### src/rtl/periph_bus_buffer.sv
// ---------------------------------------------------------------------------
// periph_bus_buffer
//
// Request/response buffer for the cluster peripheral bus. Upstream requests
// (req/gnt handshake) are captured into a DEPTH-entry FIFO and replayed
// downstream in order, so the upstream grant never depends combinationally
// on the downstream grant. Responses (r_valid channel) either pass straight
// through or go through a single register stage, selected by RESP_REG.
//
// Parameters
//   ADDR_WIDTH  address width
//   DATA_WIDTH  data width, multiple of 8 (byte enables = DATA_WIDTH/8)
//   ID_WIDTH    transaction ID width
//   DEPTH       request FIFO entries (>= 1, any value)
//   RESP_REG    1 = registered response path, 0 = combinational pass-through
//
// Ports
//   clk_i, rst_i                  clock, synchronous active-high reset
//   s_req_i .. s_id_i, s_gnt_o    upstream request channel
//   s_r_valid_o .. s_r_rdata_o    upstream response channel
//   m_req_o .. m_id_o, m_gnt_i    downstream request channel
//   m_r_valid_i .. m_r_rdata_i    downstream response channel
//   fill_o                        current FIFO occupancy (registered)
// ---------------------------------------------------------------------------
module periph_bus_buffer #(
  parameter int ADDR_WIDTH = 32,
  parameter int DATA_WIDTH = 32,
  parameter int ID_WIDTH   = 9,
  parameter int DEPTH      = 2,
  parameter bit RESP_REG   = 1'b1
) (
  input  logic                      clk_i,
  input  logic                      rst_i,
  // upstream request
  input  logic                      s_req_i,
  input  logic [ADDR_WIDTH-1:0]     s_add_i,
  input  logic                      s_wen_i,
  input  logic [DATA_WIDTH-1:0]     s_wdata_i,
  input  logic [DATA_WIDTH/8-1:0]   s_be_i,
  input  logic [ID_WIDTH-1:0]       s_id_i,
  output logic                      s_gnt_o,
  // upstream response
  output logic                      s_r_valid_o,
  output logic                      s_r_opc_o,
  output logic [ID_WIDTH-1:0]       s_r_id_o,
  output logic [DATA_WIDTH-1:0]     s_r_rdata_o,
  // downstream request
  output logic                      m_req_o,
  output logic [ADDR_WIDTH-1:0]     m_add_o,
  output logic                      m_wen_o,
  output logic [DATA_WIDTH-1:0]     m_wdata_o,
  output logic [DATA_WIDTH/8-1:0]   m_be_o,
  output logic [ID_WIDTH-1:0]       m_id_o,
  input  logic                      m_gnt_i,
  // downstream response
  input  logic                      m_r_valid_i,
  input  logic                      m_r_opc_i,
  input  logic [ID_WIDTH-1:0]       m_r_id_i,
  input  logic [DATA_WIDTH-1:0]     m_r_rdata_i,
  // occupancy
  output logic [$clog2(DEPTH+1)-1:0] fill_o
);

  localparam int BE_WIDTH = DATA_WIDTH / 8;
  localparam int FILL_W   = $clog2(DEPTH + 1);
  // A single-entry FIFO still needs a 1-bit pointer to keep the types legal;
  // it simply never leaves 0.
  localparam int PTR_W    = (DEPTH > 1) ? $clog2(DEPTH) : 1;
  localparam int ENTRY_W  = ADDR_WIDTH + 1 + DATA_WIDTH + BE_WIDTH + ID_WIDTH;

  // Elaboration-time sanity checks on the generics.
  if (DEPTH < 1) begin : g_bad_depth
    $fatal(1, "periph_bus_buffer: DEPTH must be >= 1");
  end
  if ((DATA_WIDTH % 8) != 0) begin : g_bad_data_width
    $fatal(1, "periph_bus_buffer: DATA_WIDTH must be a multiple of 8");
  end

  logic [ENTRY_W-1:0] mem_q [DEPTH];
  logic [ENTRY_W-1:0] s_entry;
  logic [ENTRY_W-1:0] head_entry;

  logic [PTR_W-1:0]   wr_ptr_q, wr_ptr_d;
  logic [PTR_W-1:0]   rd_ptr_q, rd_ptr_d;
  logic [FILL_W-1:0]  fill_q, fill_d;

  logic               push;
  logic               pop;

  // Pointers count 0..DEPTH-1 and wrap explicitly, so non-power-of-2
  // depths work without wasting entries.
  function automatic logic [PTR_W-1:0] next_ptr(input logic [PTR_W-1:0] p);
    if (p == PTR_W'(DEPTH - 1)) begin
      return '0;
    end
    return p + PTR_W'(1);
  endfunction

  // Grant depends only on registered occupancy and reset: a full FIFO
  // refuses a push even if a pop happens in the same cycle, which keeps
  // m_gnt_i out of the upstream grant path.
  assign s_gnt_o = (fill_q != FILL_W'(DEPTH)) && !rst_i;
  assign m_req_o = (fill_q != '0);
  assign push    = s_req_i && s_gnt_o;
  assign pop     = m_req_o && m_gnt_i;
  assign fill_o  = fill_q;

  assign s_entry    = {s_add_i, s_wen_i, s_wdata_i, s_be_i, s_id_i};
  assign head_entry = mem_q[rd_ptr_q];
  assign {m_add_o, m_wen_o, m_wdata_o, m_be_o, m_id_o} = head_entry;

  always_comb begin
    wr_ptr_d = wr_ptr_q;
    rd_ptr_d = rd_ptr_q;
    fill_d   = fill_q;
    if (push) begin
      wr_ptr_d = next_ptr(wr_ptr_q);
    end
    if (pop) begin
      rd_ptr_d = next_ptr(rd_ptr_q);
    end
    case ({push, pop})
      2'b10:   fill_d = fill_q + FILL_W'(1);
      2'b01:   fill_d = fill_q - FILL_W'(1);
      default: fill_d = fill_q;
    endcase
  end

  always_ff @(posedge clk_i) begin
    if (rst_i) begin
      wr_ptr_q <= '0;
      rd_ptr_q <= '0;
      fill_q   <= '0;
    end else begin
      wr_ptr_q <= wr_ptr_d;
      rd_ptr_q <= rd_ptr_d;
      fill_q   <= fill_d;
    end
  end

  // Storage has no reset: contents are only observable while m_req_o=1,
  // and every such entry has been written by a push.
  always_ff @(posedge clk_i) begin
    if (push) begin
      mem_q[wr_ptr_q] <= s_entry;
    end
  end

  if (RESP_REG) begin : g_resp_reg
    logic                  r_valid_q;
    logic                  r_opc_q;
    logic [ID_WIDTH-1:0]   r_id_q;
    logic [DATA_WIDTH-1:0] r_rdata_q;

    // Valid follows the input every cycle (single-cycle pulses stay single
    // cycle); the payload only loads on a valid beat and holds otherwise.
    always_ff @(posedge clk_i) begin
      if (rst_i) begin
        r_valid_q <= 1'b0;
        r_opc_q   <= 1'b0;
        r_id_q    <= '0;
        r_rdata_q <= '0;
      end else begin
        r_valid_q <= m_r_valid_i;
        if (m_r_valid_i) begin
          r_opc_q   <= m_r_opc_i;
          r_id_q    <= m_r_id_i;
          r_rdata_q <= m_r_rdata_i;
        end
      end
    end

    assign s_r_valid_o = r_valid_q;
    assign s_r_opc_o   = r_opc_q;
    assign s_r_id_o    = r_id_q;
    assign s_r_rdata_o = r_rdata_q;
  end else begin : g_resp_comb
    assign s_r_valid_o = m_r_valid_i;
    assign s_r_opc_o   = m_r_opc_i;
    assign s_r_id_o    = m_r_id_i;
    assign s_r_rdata_o = m_r_rdata_i;
  end

endmodule

### config.mk
export PLATFORM = sky130hd
export DESIGN_NAME = periph_bus_buffer
export DESIGN_NICKNAME = d
export VERILOG_FILES = /design/src/rtl/periph_bus_buffer.sv
export SDC_FILE = /design/constraint.sdc
export NUM_CORES = 1
export LEC_CHECK = 0
export BUFFER_PORTS_ARGS = -buffer_cell sky130_fd_sc_hd__buf_4
export CAP_MARGIN = 15
export CORE_ASPECT_RATIO = 0.7
export CORE_MARGIN = 4
export CORE_UTILIZATION = 34
export CTS_CLUSTER_DIAMETER = 200
export DETAILED_ROUTE_END_ITERATION = 8
export PLACE_DENSITY = 0.57
export SETUP_SLACK_MARGIN = 0.4
export SLEW_MARGIN = 20
export SYNTH_ARGS = -nofsm -noshare
export SYNTH_HDL_FRONTEND = slang
export SYNTH_SLANG_ARGS = --single-unit
### constraint.sdc
create_clock -name clk_i -period 6.7 [get_ports clk_i]
set_input_delay 1.34 -clock clk_i [delete_from_list [all_inputs] [get_ports clk_i]]
set_output_delay 1.34 -clock clk_i [all_outputs]
set_load 0.1 [all_outputs]
==> results by group <==
Outcome
  • Status: complete, no violations

Clock network
  • Clock Latency Late Sink: 480 ps
  • Clock sink count: just over 200
  • Hold_buf cts: 0
  • H-Tree Depth: 1
  • Clock transition at path regs: 60 ps
  • CTS Buffer Depth: 3
  • CTS tree: yes
  • CTS root buf: clkbuf_16
  • Number of gates resized after cts: 0
  • Setup bufs post-CTS: 0
  • CTS Buf Count: 20

STA
  • Setup TNS: 0 ps
  • Hold_ws: roughly 500 ps
  • Final Hold Viols: 0
  • Slew @ Worst Pin: between 700 and 800 ps
  • Setup ws final: 3210 ps
  • Crit share post-route: 52.2%
  • Headroom to the max-slew limit: 52.5%
  • Final setup vio count: 0
  • Peak Freq: 0.286 GHz
  • Final Skew: between 6 and 7 ps
  • Fin crit period: 3490 ps
  • RSZ-0062 raised after global routing: no
  • Slew Viols, Final: 0

Final layout
  • Most frequent cells in the layout: buf_4 (250), edfxtp_1 (156), mux2_2 (78), dfxtp_1 (47), nor2_1 (46)
  • Layout Nets: 789
  • Area grow syn2layout: 38.9%
  • Fin util: 48.6%
  • Ratio of cells with drive above 1 in the final layout: 54.1%
  • Most common cell after layout, fill and taps aside: buf_4
  • Diode count: 0

Logic synthesis
  • Distinct cells, synth: 21
  • Syn avg cell area: 18.0 sq um
  • FF+latch count, synth: about 200
  • Yosys top cell by area: edfxtp_1
  • Syn nets: 533
  • Mapped cell area: 7340 sq um
  • Cell count after synthesis: 407
  • Post-synth top area share: a little under two thirds
  • Top cells by area, synth: edfxtp_1 (64%), dfxtp_1 (13%), mux2_2 (12%)
  • Seq/Total Area, Yosys: 76.9%
  • Ys Warns: 0

Run
  • Max-cap viol count: 0

Worst setup path
  • Most used cell, CP: buf_4
  • Worst Path Arrival: 2150 ps
  • Buf+Inv Stages, Crit Path: 2
  • CP max stage cell: buf_4
  • Req. time, crit path: 5360 ps
  • CP Capture Type: output port
  • CP cell instances: buf_4 -> nor2_1 -> buf_4
  • Critical Path Start Type: primary input
  • CP peak stage delay: 410 ps
  • Crit Path Class: primary input to output port
  • Crit-path leading delay family: buffers and inverters
  • CP Max Fanout: 50

Placement
  • Setup WS pre-CTS: 2590 ps
  • Port-buffer cells: 249
  • Final GP Congestion: 0.718
  • DP HPWL: 11300 microns

Pwr
  • Power after layout: 0.00439 W
  • P_leak: a little over 4 nW
  • PD cells: 430 nW/um^2
  • Worst IR drop on VDD: 297 uV

Routing
  • DR pass1 iterations: 6
  • Vias post-DR: 4272
  • Wire length per cell: 17.4 microns
  • DRT Wirelength: 16600 microns
  • Vias/cell: approximately 4.5
  • Initial DRC Count: around 220
  • Antenna-violating nets left: 0
  • DRC Markers: 0

Global route
  • Largest net degree at the start of global routing: 79
  • Vias in the first global route: 4492
  • Grt total ovfl: 0
  • First-pass GRT wire length: around 25000 microns
  • Initial antenna violation count: 0
  • Total GRT Usage: 13.1%

Floorplanning
  • Io pins: 250
  • Starting Density: 35.0%
  • Die Area: 24000 sq um
  • Core Region: 21000 sq um
  • Die Y: about 130 microns
  • Die W: 184 microns
  • Row cnt: 44

Worst hold path
  • Hold Crit Class: flop to flop
## cell usage after synthesis
| master | count |
|---|---|
| o21ai_0 | 2 |
| a21oi_1 | 2 |
| edfxtp_1 | 156 |
| nor2_1 | 47 |
| mux2_2 | 78 |
| o21a_1 | 1 |
| nor2b_1 | 2 |
| xor2_1 | 1 |
| dfxtp_1 | 48 |
| mux2i_1 | 42 |
| buf_4 | 4 |
| or3_1 | 3 |
| buf_6 | 1 |
| ha_1 | 1 |
| and3_1 | 1 |
| buf_2 | 10 |
| xnor2_1 | 2 |
| inv_1 | 1 |
| buf_1 | 2 |
| or2_2 | 1 |
| clkbuf_1 | 2 |
## flip-flops by register name, summed over array words and instances, names as in the netlist, named ones only
signal and cells:
mem_q 156, rd_ptr_q 1, s_r_valid_o 1, fill_o 2
s_r_id_o 9, s_r_rdata_o 32, s_r_opc_o 1, wr_ptr_q 1
## report_power, final
group          internal, W  total (W)  switching (W)  leakage (nW)
clock network     0.000650    0.00110       0.000448         0.327
registers          0.00146    0.00152      0.0000582          1.83
logic             0.000423    0.00177        0.00135          1.92
## worst paths after layout
path,from,to,slack [ps],cells past startpoint
max,rst_i,s_gnt_o,3210,3
min,s_r_id_o[6],s_r_id_o[6],500,2
max reg2reg,fill_o[0],mem_q[0][18],4400,4
min reg2reg,s_r_id_o[6],s_r_id_o[6],500,2
## cell families after synthesis
kind of cell / synth area share [%]
and+or+nand+nor: 3.00
DFF: 76.9
xor gates and xnor gates: 0.358
AOI/OAI and AO/OA: 0.375
adders and majority gates: 0.170
buffers and inverters: 1.50
muxes: 17.7
## worst min-delay path, stage by stage, from the launching register on
cell     delay, ps
dfxtp_1        330
mux2i_1         60
nor2_1          70
## per-layer routing
metal	global-route usage, %	vias to the layer above	share of wire, %
li1	-	2033	-
met1	17.5	2076	43
met2	20.9	139	47
met3	4.23	24	7.8
met4	3.15	0	2.2
met5	0	-	0
## stage by stage
| stage | cell area, sq um | std cells |
|---|---|---|
| floorplan | 7340 | 407 |
| global placement | 9470 | 914 |
| detailed placement | 9470 | 914 |
| CTS | 10100 | 950 |
| global route | 10200 | 953 |
| finish | 10200 | 953 |
## final cells by class
| class | count | area (sq um) |
|---|---|---|
| clock buffer | 28 | 584 |
| multi-input combinational | 183 | 1600 |
| sequential | 204 | 5650 |
| fill | 1817 | 10800 |
| clock inverter | 8 | 67.6 |
| inverter | 1 | 3.75 |
| tap | 276 | 345 |
| timing repair buffer | 253 | 1950 |
Power figures use the tool's default switching activity.
